`src/rtl/regfile_writeback.sv`:
```
// Write-side front end for the integer register file: LSU/EXU result arbitration,
// registered write port and RAW busy scoreboard. Optional forward path: REGFILE_WB_FWD_EN.
module regfile_writeback #(
   parameter int ADDR_WIDTH = 5,
   parameter int DATA_WIDTH = 32
) (
   input  logic                  clk,
   input  logic                  rst,
   input  logic                  issue_valid,
   input  logic [ADDR_WIDTH-1:0] issue_rd,
   output logic                  issue_ready,
   input  logic                  exu_valid,
   output logic                  exu_ready,
   input  logic                  exu_wen,
   input  logic [ADDR_WIDTH-1:0] exu_rd,
   input  logic [DATA_WIDTH-1:0] exu_data,
   input  logic                  lsu_valid,
   output logic                  lsu_ready,
   input  logic [ADDR_WIDTH-1:0] lsu_rd,
   input  logic [DATA_WIDTH-1:0] lsu_data,
   input  logic [ADDR_WIDTH-1:0] q_raddr1,
   input  logic [ADDR_WIDTH-1:0] q_raddr2,
   output logic                  q_busy1,
   output logic                  q_busy2,
   output logic                  rf_wen,
   output logic [ADDR_WIDTH-1:0] rf_waddr,
   output logic [DATA_WIDTH-1:0] rf_wdata
`ifdef REGFILE_WB_FWD_EN
   ,
   output logic                  fwd_hit1,
   output logic                  fwd_hit2,
   output logic [DATA_WIDTH-1:0] fwd_data1,
   output logic [DATA_WIDTH-1:0] fwd_data2
`endif
);

   localparam int NREG = 2**ADDR_WIDTH;

   logic                  lsu_fire;
   logic                  exu_fire;
   logic                  wb_fire;
   logic                  fire_wen;
   logic [ADDR_WIDTH-1:0] fire_rd;
   logic [DATA_WIDTH-1:0] fire_data;

   logic [NREG-1:0]       busy_q;
   logic [NREG-1:0]       busy_d;
   logic                  issue_fire;
   logic                  set_en;
   logic                  clr_en;
   logic [ADDR_WIDTH-1:0] clr_idx;

   // Fixed priority: loads never stall, EXU waits whenever a load is presented.
   assign lsu_ready = 1'b1;
   assign exu_ready = !lsu_valid;
   assign lsu_fire  = lsu_valid;
   assign exu_fire  = exu_valid && !lsu_valid;
   assign wb_fire   = lsu_fire || exu_fire;

   always_comb begin
      fire_rd   = exu_rd;
      fire_data = exu_data;
      fire_wen  = exu_fire && exu_wen;
      if (lsu_fire) begin
         fire_rd   = lsu_rd;
         fire_data = lsu_data;
         fire_wen  = 1'b1;
      end
      if (fire_rd == '0) begin
         fire_wen = 1'b0;
      end
   end

   always_ff @(posedge clk) begin
      if (rst) begin
         rf_wen   <= 1'b0;
         rf_waddr <= '0;
         rf_wdata <= '0;
      end else begin
         rf_wen <= fire_wen;
         if (wb_fire) begin
            rf_waddr <= fire_rd;
            rf_wdata <= fire_data;
         end
      end
   end

   // Issue looks only at registered busy, so a same-cycle clear cannot unblock it.
   assign issue_ready = !busy_q[issue_rd] || (issue_rd == '0);
   assign issue_fire  = issue_valid && issue_ready;
   assign set_en      = issue_fire && (issue_rd != '0);

`ifdef REGFILE_WB_FWD_EN
   assign clr_en  = fire_wen;
   assign clr_idx = fire_rd;
`else
   assign clr_en  = rf_wen;
   assign clr_idx = rf_waddr;
`endif

   // Set is applied after clear so a same-edge conflict leaves the register busy.
   always_comb begin
      busy_d = busy_q;
      if (clr_en) begin
         busy_d[clr_idx] = 1'b0;
      end
      if (set_en) begin
         busy_d[issue_rd] = 1'b1;
      end
   end

   always_ff @(posedge clk) begin
      if (rst) begin
         busy_q <= '0;
      end else begin
         busy_q <= busy_d;
      end
   end

   assign q_busy1 = busy_q[q_raddr1] && (q_raddr1 != '0);
   assign q_busy2 = busy_q[q_raddr2] && (q_raddr2 != '0);

`ifdef REGFILE_WB_FWD_EN
   assign fwd_hit1  = rf_wen && (rf_waddr == q_raddr1) && (q_raddr1 != '0);
   assign fwd_hit2  = rf_wen && (rf_waddr == q_raddr2) && (q_raddr2 != '0);
   assign fwd_data1 = rf_wdata;
   assign fwd_data2 = rf_wdata;
`endif

endmodule

```
`config.mk`:
```
export PLATFORM = sky130hd
export DESIGN_NAME = regfile_writeback
export DESIGN_NICKNAME = d
export VERILOG_FILES = /design/src/rtl/regfile_writeback.sv
export SDC_FILE = /design/constraint.sdc
export NUM_CORES = 1
export LEC_CHECK = 0
export BUFFER_PORTS_ARGS = -buffer_cell sky130_fd_sc_hd__buf_2
export CELL_PAD_IN_SITES_DETAIL_PLACEMENT = 1
export CELL_PAD_IN_SITES_GLOBAL_PLACEMENT = 1
export CORE_ASPECT_RATIO = 1.4
export CORE_MARGIN = 1
export CORE_UTILIZATION = 25
export CTS_BUF_LIST = sky130_fd_sc_hd__clkbuf_2 sky130_fd_sc_hd__clkbuf_4 sky130_fd_sc_hd__clkbuf_8
export CTS_CLUSTER_DIAMETER = 150
export DETAILED_ROUTE_END_ITERATION = 12
export PLACE_DENSITY = 0.69
export SLEW_MARGIN = 20
export SYNTH_ARGS = -nofsm -noshare
export SYNTH_HDL_FRONTEND = slang
export SYNTH_SLANG_ARGS = --single-unit
```
`constraint.sdc`:
```
create_clock -name clk -period 2.4 [get_ports clk]
set_clock_uncertainty 0.1 [all_clocks]
set_input_delay 0.48 -clock clk [delete_from_list [all_inputs] [get_ports clk]]
set_output_delay 0.48 -clock clk [all_outputs]
set_load 0.01 [all_outputs]
```
==> results of run 1 <==
==> per-layer routing <==
metal | share of wire | vias up
li1 | - | 1831
met2 | 0.53 | 149
met4 | 0.015 | 0
met3 | 0.057 | 15
met1 | 0.40 | 1858
met5 | 0 | -
==> flip-flops by register name, indices dropped and copies added, names as in the netlist <==
name,flops
busy_q,32
rf_waddr,5
rf_wdata,32
rf_wen,1
==> cell families (layout without fill, tap and decap cells) <==
| kind of cell | Yosys count | count (layout) | share of synthesized area |
|---|---|---|---|
| buf+inv | 37 | 163 | 0.0410 |
| other cells | 1 | 1 | 0.000938 |
| mux | 71 | 71 | 0.261 |
| simple gates | 169 | 169 | 0.219 |
| compound gates | 91 | 91 | 0.127 |
| flops | 70 | 70 | 0.350 |
==> repair_timing <==
item	4_1_cts	5_1_grt
buffers inserted	0	1
setup endpoints to repair	3	3
pin swaps	0	1
hold endpoints to repair	0	0
resized for setup	14	6
==> placed cells by master, fill, tap and decap left out, types with 2 or more instances in the layout <==
| cell type | n |
|---|---|
| buf_2 | 131 |
| nor2_1 | 76 |
| dfxtp_1 | 60 |
| mux2i_1 | 42 |
| a21oi_1 | 39 |
| o21ai_0 | 27 |
| mux4_2 | 25 |
| nand3b_1 | 24 |
| nor2b_1 | 19 |
| nand2_1 | 19 |
| o31ai_1 | 16 |
| clkbuf_8 | 10 |
| dfxtp_2 | 9 |
| buf_4 | 9 |
| nand3_1 | 6 |
| o21ai_1 | 4 |
| nor3b_1 | 4 |
| nand2b_1 | 3 |
| or3_1 | 3 |
| or4_1 | 3 |
| bufinv_16 | 3 |
| buf_12 | 3 |
| inv_1 | 2 |
| or2_2 | 2 |
| nor3_1 | 2 |
| mux2_4 | 2 |
| and3b_1 | 2 |
| clkinv_2 | 2 |
| buf_6 | 2 |
==> path summary, 6_finish.rpt <==
| kind | from | end | cells past startpoint |
|---|---|---|---|
| hold reg to reg | busy_q[0]$_SDFF_PP0_ | busy_q[0]$_SDFF_PP0_ | 2 |
| hold / removal | lsu_data[30] | rf_wdata[30]$_SDFFE_PP0P_ | 3 |
| setup reg to reg | busy_q[21]$_SDFF_PP0_ | busy_q[22]$_SDFF_PP0_ | 4 |
| setup / recovery | busy_q[8]$_SDFF_PP0_ | q_busy1 | 4 |
==> report_power, final <==
| group | switching (mW) | internal [mW] |
|---|---|---|
| Sequential | 0.0473 | 1.21 |
| Clock | 0.475 | 0.717 |
| Combinational | 0.245 | 0.215 |
==> stage by stage <==
step	util	worst slack (ps)	area [um2]
floorplan	-	-43.0	4030
global placement	0.312	-319	4870
detailed placement	0.312	-363	4870
CTS	0.330	-287	5160
global route	0.332	-378	5180
finish	0.332	-250	5180
==> layout make-up <==
type	count	area (um2)
fill	1842	10400
multi-input combinational	332	2460
sequential	70	1420
timing repair buffer	145	806
tap	196	245
clock buffer	10	138
clock inverter	6	109
inverter	2	7.51
==> synth_stat cells, drive strengths merged, types with 2 or more instances <==
| master | number | share of area |
|---|---|---|
| a21oi | 39 | 0.049 |
| and3b | 2 | 0.0044 |
| buf | 11 | 0.017 |
| clkbuf | 24 | 0.023 |
| dfxtp | 70 | 0.35 |
| inv | 2 | 0.0019 |
| mux2 | 3 | 0.0084 |
| mux2i | 42 | 0.11 |
| mux4 | 26 | 0.15 |
| nand2 | 19 | 0.018 |
| nand2b | 3 | 0.0047 |
| nand3 | 7 | 0.0088 |
| nand3b | 24 | 0.045 |
| nor2 | 76 | 0.071 |
| nor2b | 19 | 0.030 |
| nor3 | 2 | 0.0025 |
| nor3b | 4 | 0.0075 |
| o21ai | 31 | 0.039 |
| o31ai | 17 | 0.032 |
| or2 | 2 | 0.0031 |
| or3 | 3 | 0.0047 |
| or4 | 3 | 0.0056 |
==> critical path, stage by stage, from the launching register on <==
cell and delay, ps:
dfxtp_1 380, mux4_2 460, mux4_2 480, mux2_4 290, buf_6 120
==> impl_metrics.json, run 1 <==
{
  "syn_nets": 534,
  "syn-cell-area_mm2": 0.00400,
  "layout-drive-gt1-share": 0.368,
  "maxSlewHeadroom": 0.647,
  "worst_slew_pin_slew_ps": 528,
  "grt_util_met1": 0.192,
  "min_path_type": "in -> reg",
  "hold_viol": 0,
  "die_area_mm2": 0.0165,
  "grt_use_met3": 0.0462,
  "antenna_left": 0,
  "cts-root-buf": "clkbuf_8",
  "fin_nets": 655,
  "core_mm2": 0.0156,
  "rows": 54,
  "synth_edf_count": 0,
  "grt_pass1_wl_um": 21900,
  "fmax_mhz": 377,
  "routed_wl_um": 13700,
  "p_leak_nw": 2.21,
  "htreeDepth": 3,
  "cp_data_required_time_ps": 1820,
  "overflow": 0,
  "yosys_register_bits": 70,
  "cts_sinks": 70,
  "worst_ep_arrival_time_ps": 2070,
  "area_growth_pct": 29.6,
  "rsz0062_at_grt": "yes",
  "cp_max_fo": 5,
  "place_congestion": 0.829,
  "dp.cells": 744,
  "synthArstFlopShare": 0,
  "ctsHoldBuffers": 0,
  "failed_checks": "negative setup slack",
  "drv_cap": 0,
  "drv_slew": 0,
  "syn_area_per_cell_um2": 9.11,
  "grt_busiest_layer": "met2",
  "grt_max_degree": 65,
  "post_drt_wl_per_cell_um": 18.0,
  "layoutNonFillerInstCount": 761,
  "clk_latency_ps": 350,
  "routed_via_density": 5.06,
  "netlist_instances": 439,
  "period_needed_ps": 2650,
  "grt_pass1_vias": 4191,
  "vias": 3853,
  "run_status": "complete, but fails checks",
  "ys_seq_area_frac": 0.350,
  "critPathCaptureType": "output pin",
  "drtIter0Drc": 123,
  "power.total_mw": 2.91,
  "worstSetupPathType": "reg -> out",
  "peakVddDrop_mv": 0.245,
  "cts_tree": "built",
  "hpwl_um": 10400,
  "ys.flop_type": "dfxtp_1",
  "fin_setup_tns_ps": -493,
  "initial_core_util": 0.256,
  "setup_slack_ps": -250,
  "antenna_cells": 0,
  "ys_types": 37,
  "gr-usage-met2": 0.311,
  "ys_warn_count": 0,
  "path_clk_slew_ps": 90,
  "timing.hold.ws_ps": 248,
  "clock_path_buffers": 2,
  "grt.total_usage": 0.173,
  "dr.pass1.iters": 4,
  "portBuffers": 136,
  "r2r_slack_ps": 560,
  "final.period_utilization": 1.10,
  "power.density_mw_per_mm2": 561,
  "io_pins": 138,
  "drc": 0,
  "fp.dieW_um": 109,
  "die_h_um": 152,
  "setup_violations": 3,
  "cts_buffers": 9,
  "grt_antenna_before_repair": 0,
  "cp-start-kind": "register"
}
Note: power is estimated with default switching activity, not from simulation.
==> inputs of run 2 (changes only) <==
- ABC_AREA: not set -> 1
- PLACE_DENSITY: 0.69 -> 0.73
==> run 2 against run 1 <==
- the run now ends clean
- clock power grew 6%
- clock-buffer cell count unchanged
- via count is 35% higher
- global-route usage increased by 2.3 points
- final area rose by 4.6%
- sequential power is essentially flat
- critical endpoint is now issue_ready
- largest cell class unchanged
==> impl_metrics.json, run 2 <==
{
  "run_status": "completed",
  "period_needed_ps": 2240,
  "min_from": "exu_wen",
  "place_congestion": 0.849,
  "p_leak_nw": 2.64,
  "yosys_register_bits": 70,
  "grt_pass1_vias": 5170,
  "r2r-end": "busy_q[15]$_SDFF_PP0_",
  "critPathCaptureType": "output pin",
  "cp_common_cell": "nand2_1",
  "die_area_mm2": 0.0177,
  "htreeDepth": 3,
  "antenna_left": 0,
  "top_regs": "busy_q (32), rf_wdata (32), rf_waddr (5)",
  "core_mm2": 0.0168,
  "power.share.switching": 0.298,
  "syn_area_per_cell_um2": 6.24,
  "synth.area.top_cells": "dfxtp_1 33%, nand2_1 15%, nand3_1 9.6%",
  "synth-compound-area-share": 0.194,
  "timing.hold.ws_ps": 272,
  "power_frac_seq": 0.409,
  "clk_latency_ps": 360,
  "synthTopCellsByCount": "167 x nand2_1, 82 x nand3_1, 70 x dfxtp_1",
  "post_drt_wl_per_cell_um": 16.7,
  "drv_slew": 0,
  "postLayoutCellArea_mm2": 0.00542,
  "placed_cell_area_mm2": 0.00516,
  "drtIter0Drc": 186,
  "min_path_type": "in -> reg",
  "slowest_delay_ps": 210,
  "grt_antenna_before_repair": 2,
  "whs_path_depth": 3,
  "cts_sinks": 70,
  "synth_top_cell_area_share": 0.326,
  "synthArstFlopShare": 0,
  "ctsHoldBuffers": 0,
  "p_clk_frac": 0.412,
  "cts-root-buf": "clkbuf_8",
  "hold_viol": 0,
  "fmax_mhz": 446,
  "ys_warn_count": 0,
  "crit_cells": 12,
  "portBuffers": 136,
  "final.period_utilization": 0.933,
  "cp_data_required_time_ps": 1820,
  "overflow": 0,
  "power.density_mw_per_mm2": 564,
  "rows": 56,
  "dp.cells": 999,
  "worstSetupPathType": "in -> out",
  "initial_core_util": 0.255,
  "routed_wl_um": 17000,
  "rr_startpoint": "busy_q[18]$_SDFF_PP0_",
  "synth_top_family_by_area": "simple AND/OR/NAND/NOR gates",
  "min_to": "rf_wen$_SDFF_PP0_",
  "fin_util": 0.322,
  "final_common_cell": "nand2_1",
  "fin_setup_tns_ps": 0,
  "grt_pass1_wl_um": 26900,
  "layout-drive-gt1-share": 0.220,
  "worst_ep_arrival_time_ps": 1660,
  "setup_violations": 0,
  "synth_adder_area_share": 0,
  "critical_path.cell_chain": "clkbuf_4 -> inv_2 -> nand2_1 -> nand2_1 -> nand2_1 -> nand3_1 -> nand2_1 -> nand2_1 -> nor2_4 -> nand2_1 -> nand2_1 -> buf_2",
  "maxSlewHeadroom": 0.648,
  "p_comb_frac": 0.179,
  "synth_edf_count": 0,
  "crit_family": "simple AND/OR/NAND/NOR gates",
  "cts_buffers": 9,
  "grt.total_usage": 0.195,
  "fp.dieW_um": 113,
  "die_h_um": 157,
  "clock_path_buffers": 2,
  "drv_cap": 0,
  "antenna_cells": 0,
  "r2r_slack_ps": 670,
  "netlist_instances": 688,
  "io_pins": 138,
  "hpwl_um": 12600,
  "path_buf_inv": 3,
  "ys_seq_area_frac": 0.326,
  "synth_most_common_cell": "nand2_1",
  "ys.flop_type": "dfxtp_1",
  "routed_via_density": 5.13,
  "syn-cell-area_mm2": 0.00430,
  "slowest_stage": "inv_2",
  "cp_max_fo": 13,
  "syn_nets": 783,
  "cts_tree": "built",
  "path_clk_slew_ps": 90,
  "rsz0062_at_grt": "no",
  "dr.pass1.iters": 5,
  "yosys.area_share.xor_xnor": 0,
  "synth.area.mux_share": 0.0117,
  "cts_setup_buffers": 0,
  "worst_slew_pin_slew_ps": 526,
  "n_fill_cell": 2227,
  "cp-start-kind": "input pin",
  "reg2regPathDepth": 10,
  "power.switching_mw": 0.911,
  "fin_nets": 902,
  "synth-simple-area-share": 0.350,
  "layoutNonFillerInstCount": 1015,
  "ys_types": 23,
  "grt_max_degree": 34,
  "drc": 0,
  "layout_common_cells": "167 x nand2_1, 133 x buf_2, 82 x nand3_1",
  "synth_top_area_cell": "dfxtp_1",
  "peakVddDrop_mv": 0.295,
  "vias": 5203,
  "p_int_mw": 2.15,
  "area_growth_pct": 26.2
}
## run 2: changes by cell type after synthesis, moves of 30 or more
cell / change
nand4_1: +33
mux2i_1: -37
nand3_1: +75
inv_1: +64
nand2_1: +148
nor2_1: -30
## run 2: per-layer routing
| metal | vias to the layer above | part of all wire | global-route usage |
|---|---|---|---|
| li1 | 2553 | - | - |
| met5 | - | 0 | 0 |
| met4 | 0 | 0.022 | 0.0794 |
| met3 | 24 | 0.062 | 0.0454 |
| met1 | 2462 | 0.41 | 0.215 |
| met2 | 164 | 0.51 | 0.359 |
## run 2: kinds of logic (layout without fill, tap and decap cells)
group | count (synthesis) | in the layout
simple gates | 342 | 342
flops | 70 | 70
mux | 5 | 5
buf+inv | 119 | 243
other cells | 1 | 1
compound gates | 151 | 151
## run 2: timing repair
action,CTS,global route
endpoints found under the hold margin,0,0
resized for setup,0,3
setup endpoints to repair,0,3
## run 2: worst max path at each step
stage | to | slack (ps) | startpoint
finish | issue_ready | 160 | issue_rd[0]
global route | issue_ready | 50 | issue_rd[0]
CTS | issue_ready | 120 | issue_rd[0]
detailed placement | issue_ready | 150 | issue_rd[0]
global placement | q_busy1 | 190 | q_raddr1[0]
floorplan | issue_ready | 400 | issue_rd[0]
## run 2: area by class of cell
| cell class | instances | area [um2] | share of cell area |
|---|---|---|---|
| well taps | 203 | 254 | 0.0468 |
| multi-input cells | 499 | 2390 | 0.441 |
| repair buffers | 154 | 848 | 0.156 |
| inverters | 73 | 274 | 0.0505 |
| flip-flops and latches | 70 | 1400 | 0.258 |
| clock inverters | 6 | 116 | 0.0215 |
| clock buffers | 10 | 138 | 0.0254 |
## run 2: power by group through the flow
stage / registers, mW / clock network (mW) / logic (mW)
2_1_floorplan: 1.29 / 0 / 0.287
3_3_place_gp: 1.28 / 0 / 0.539
3_5_place_dp: 1.28 / 0 / 0.549
4_1_cts: 1.25 / 1.29 / 0.550
5_1_grt: 1.26 / 1.33 / 0.609
6_report: 1.25 / 1.26 / 0.547
## run 2: per-stage QoR
stage          setup WS [ps]  power [mW]
2_1_floorplan            399        1.58
3_3_place_gp             190        1.82
3_5_place_dp             145        1.83
4_1_cts                  122        3.09
5_1_grt                 48.0        3.20
6_report                 160        3.06
## run 2: worst reg2reg max path, stage by stage (launching register included)
cell,delay [ps]
dfxtp_1,380
nand2_1,100
nand2_1,60
nand2_1,60
nand3_1,60
nand2_1,60
nand2_1,80
nor2_4,120
buf_4,340
nand4_1,140
a21oi_1,160
==> inputs of run 3 (changes only) <==
- CELL_PAD_IN_SITES_GLOBAL_PLACEMENT: 1 -> 2
- CORE_ASPECT_RATIO: 1.4 -> 0.75
- CORE_UTILIZATION: 25 -> 24
- PLACE_DENSITY: 0.73 -> 0.87
==> run 3 against run 2 <==
- clock-buffer cell count stayed put
- maximum frequency up 0.60%
- hold slack worse by 1.0 ps
- total power is 8.9% lower
- global-route usage fell by 0.98 points
==> impl_metrics.json, run 3 (synthesized netlist as in run 2, its figures left out) <==
{
  "timing.hold.ws_ps": 271,
  "cp-start-kind": "input pin",
  "core_mm2": 0.0171,
  "power.density_mw_per_mm2": 518,
  "die_area_mm2": 0.0184,
  "routed_via_density": 4.89,
  "cp_common_cell": "nand2_1",
  "min_path_type": "in -> reg",
  "area_growth_pct": 25.3,
  "fin_nets": 900,
  "initial_core_util": 0.251,
  "drv_slew": 0,
  "dpl_worst_slack_ps": 161,
  "worstSetupPathType": "in -> out",
  "routed_wl_um": 16800,
  "setup_slack_ps": 174,
  "cts-root-buf": "clkbuf_8",
  "final_common_cell": "nand2_1",
  "critPathCaptureType": "output pin",
  "crit_family": "buffers and inverters",
  "placed_cell_area_mm2": 0.00517,
  "top_regs": "busy_q (32), rf_wdata (32), rf_waddr (5)",
  "dr.pass1.iters": 5,
  "cts_sinks": 70,
  "n_fill_cell": 2291,
  "grt_pass1_vias": 4784,
  "ctsHoldBuffers": 0,
  "period_needed_ps": 2230,
  "setup_violations": 0,
  "path_buf_inv": 3,
  "layout_common_cells": "167 x nand2_1, 135 x buf_2, 82 x nand3_1",
  "post_drt_wl_per_cell_um": 16.1,
  "slowest_stage": "buf_2",
  "drv_cap": 0,
  "slowest_delay_ps": 400,
  "seq_area_mm2": 0.00140,
  "fin_setup_tns_ps": 0,
  "r2r_slack_ps": 690,
  "antenna_cells": 0,
  "critical_path.cell_chain": "buf_2 -> inv_1 -> nor2_1 -> o21ai_1 -> o211ai_1 -> nand2_1 -> nand2_1 -> nand2_1 -> buf_2",
  "hpwl_um": 12500,
  "crit_cells": 9,
  "worst_slew_pin_slew_ps": 516,
  "cts_tree": "built",
  "vias": 5114,
  "die_h_um": 118,
  "drtIter0Drc": 439,
  "r2r-end": "busy_q[16]$_SDFF_PP0_",
  "final.period_utilization": 0.928,
  "layout-drive-gt1-share": 0.219,
  "grt_antenna_before_repair": 0,
  "worst_ep_arrival_time_ps": 1650,
  "reg2regPathDepth": 10,
  "rr_startpoint": "busy_q[0]$_SDFF_PP0_",
  "fmax_mhz": 449,
  "clk_latency_ps": 360,
  "peakVddDrop_mv": 0.227,
  "p_leak_nw": 2.59,
  "multi_input_area_mm2": 0.00239,
  "rows": 41,
  "grt.total_usage": 0.186,
  "portBuffers": 136,
  "grt_max_degree": 34,
  "min_from": "exu_wen",
  "cts_buffers": 9,
  "min_to": "rf_wen$_SDFF_PP0_",
  "overflow": 0,
  "clock_path_buffers": 2,
  "htreeDepth": 3,
  "maxSlewHeadroom": 0.653,
  "run_status": "completed",
  "fp.dieW_um": 156,
  "grt_pass1_wl_um": 26700,
  "antenna_left": 0,
  "path_clk_slew_ps": 80,
  "drc": 0,
  "place_congestion": 0.905,
  "io_pins": 138,
  "cp_data_required_time_ps": 1820,
  "whs_path_depth": 3,
  "hold_viol": 0,
  "postLayoutCellArea_mm2": 0.00538,
  "cp_max_fo": 31,
  "rsz0062_at_grt": "no"
}
## run 3: final cells by class
class	count	share of cell area
multi-input combinational	499	0.444
sequential	70	0.260
timing repair buffer	152	0.152
tap	236	0.0549
inverter	73	0.0509
clock buffer	10	0.0244
clock inverter	6	0.0133
## run 3: what timing repair did
action | 4_1_cts | 5_1_grt
resized for setup | 0 | 1
setup buffers | 0 | 0
endpoints found under the setup margin | 0 | 1
## run 3: worst max path at each step
stage                start     endpoint  slack, ps
2_1_floorplan  issue_rd[0]  issue_ready        400
3_3_place_gp   q_raddr1[0]      q_busy1        180
3_5_place_dp   q_raddr1[0]      q_busy1        160
4_1_cts        q_raddr1[0]      q_busy1        160
5_1_grt        q_raddr2[0]      q_busy2         20
6_report       q_raddr2[0]      q_busy2        170
## run 3: worst min-delay path, cell delays in order
cell	delay, ps
buf_2	70
a21oi_1	50
nor2_1	80
## run 3: metrics by stage
step                std cells  power, mW  utilization
CTS                      1046       2.82        0.314
global placement         1030       1.81        0.302
detailed placement       1030       1.81        0.302
finish                   1046       2.78        0.314
global route             1046       2.94        0.314
floorplan                 688       1.58            -
## run 3: where the power goes
group,leakage (nW),internal (mW),switching (mW)
logic,1.92,0.201,0.335
clock network,0.0965,0.499,0.498
registers,0.573,1.21,0.0412
## run 3: routing by layer
layer / track usage / vias up / routed length (um)
met2: 0.275 / 145 / 7440
met4: 0.0472 / 0 / 198
met5: 0 / - / 0
met3: 0.0379 / 16 / 931
met1: 0.270 / 2411 / 8240
li1: - / 2542 / -
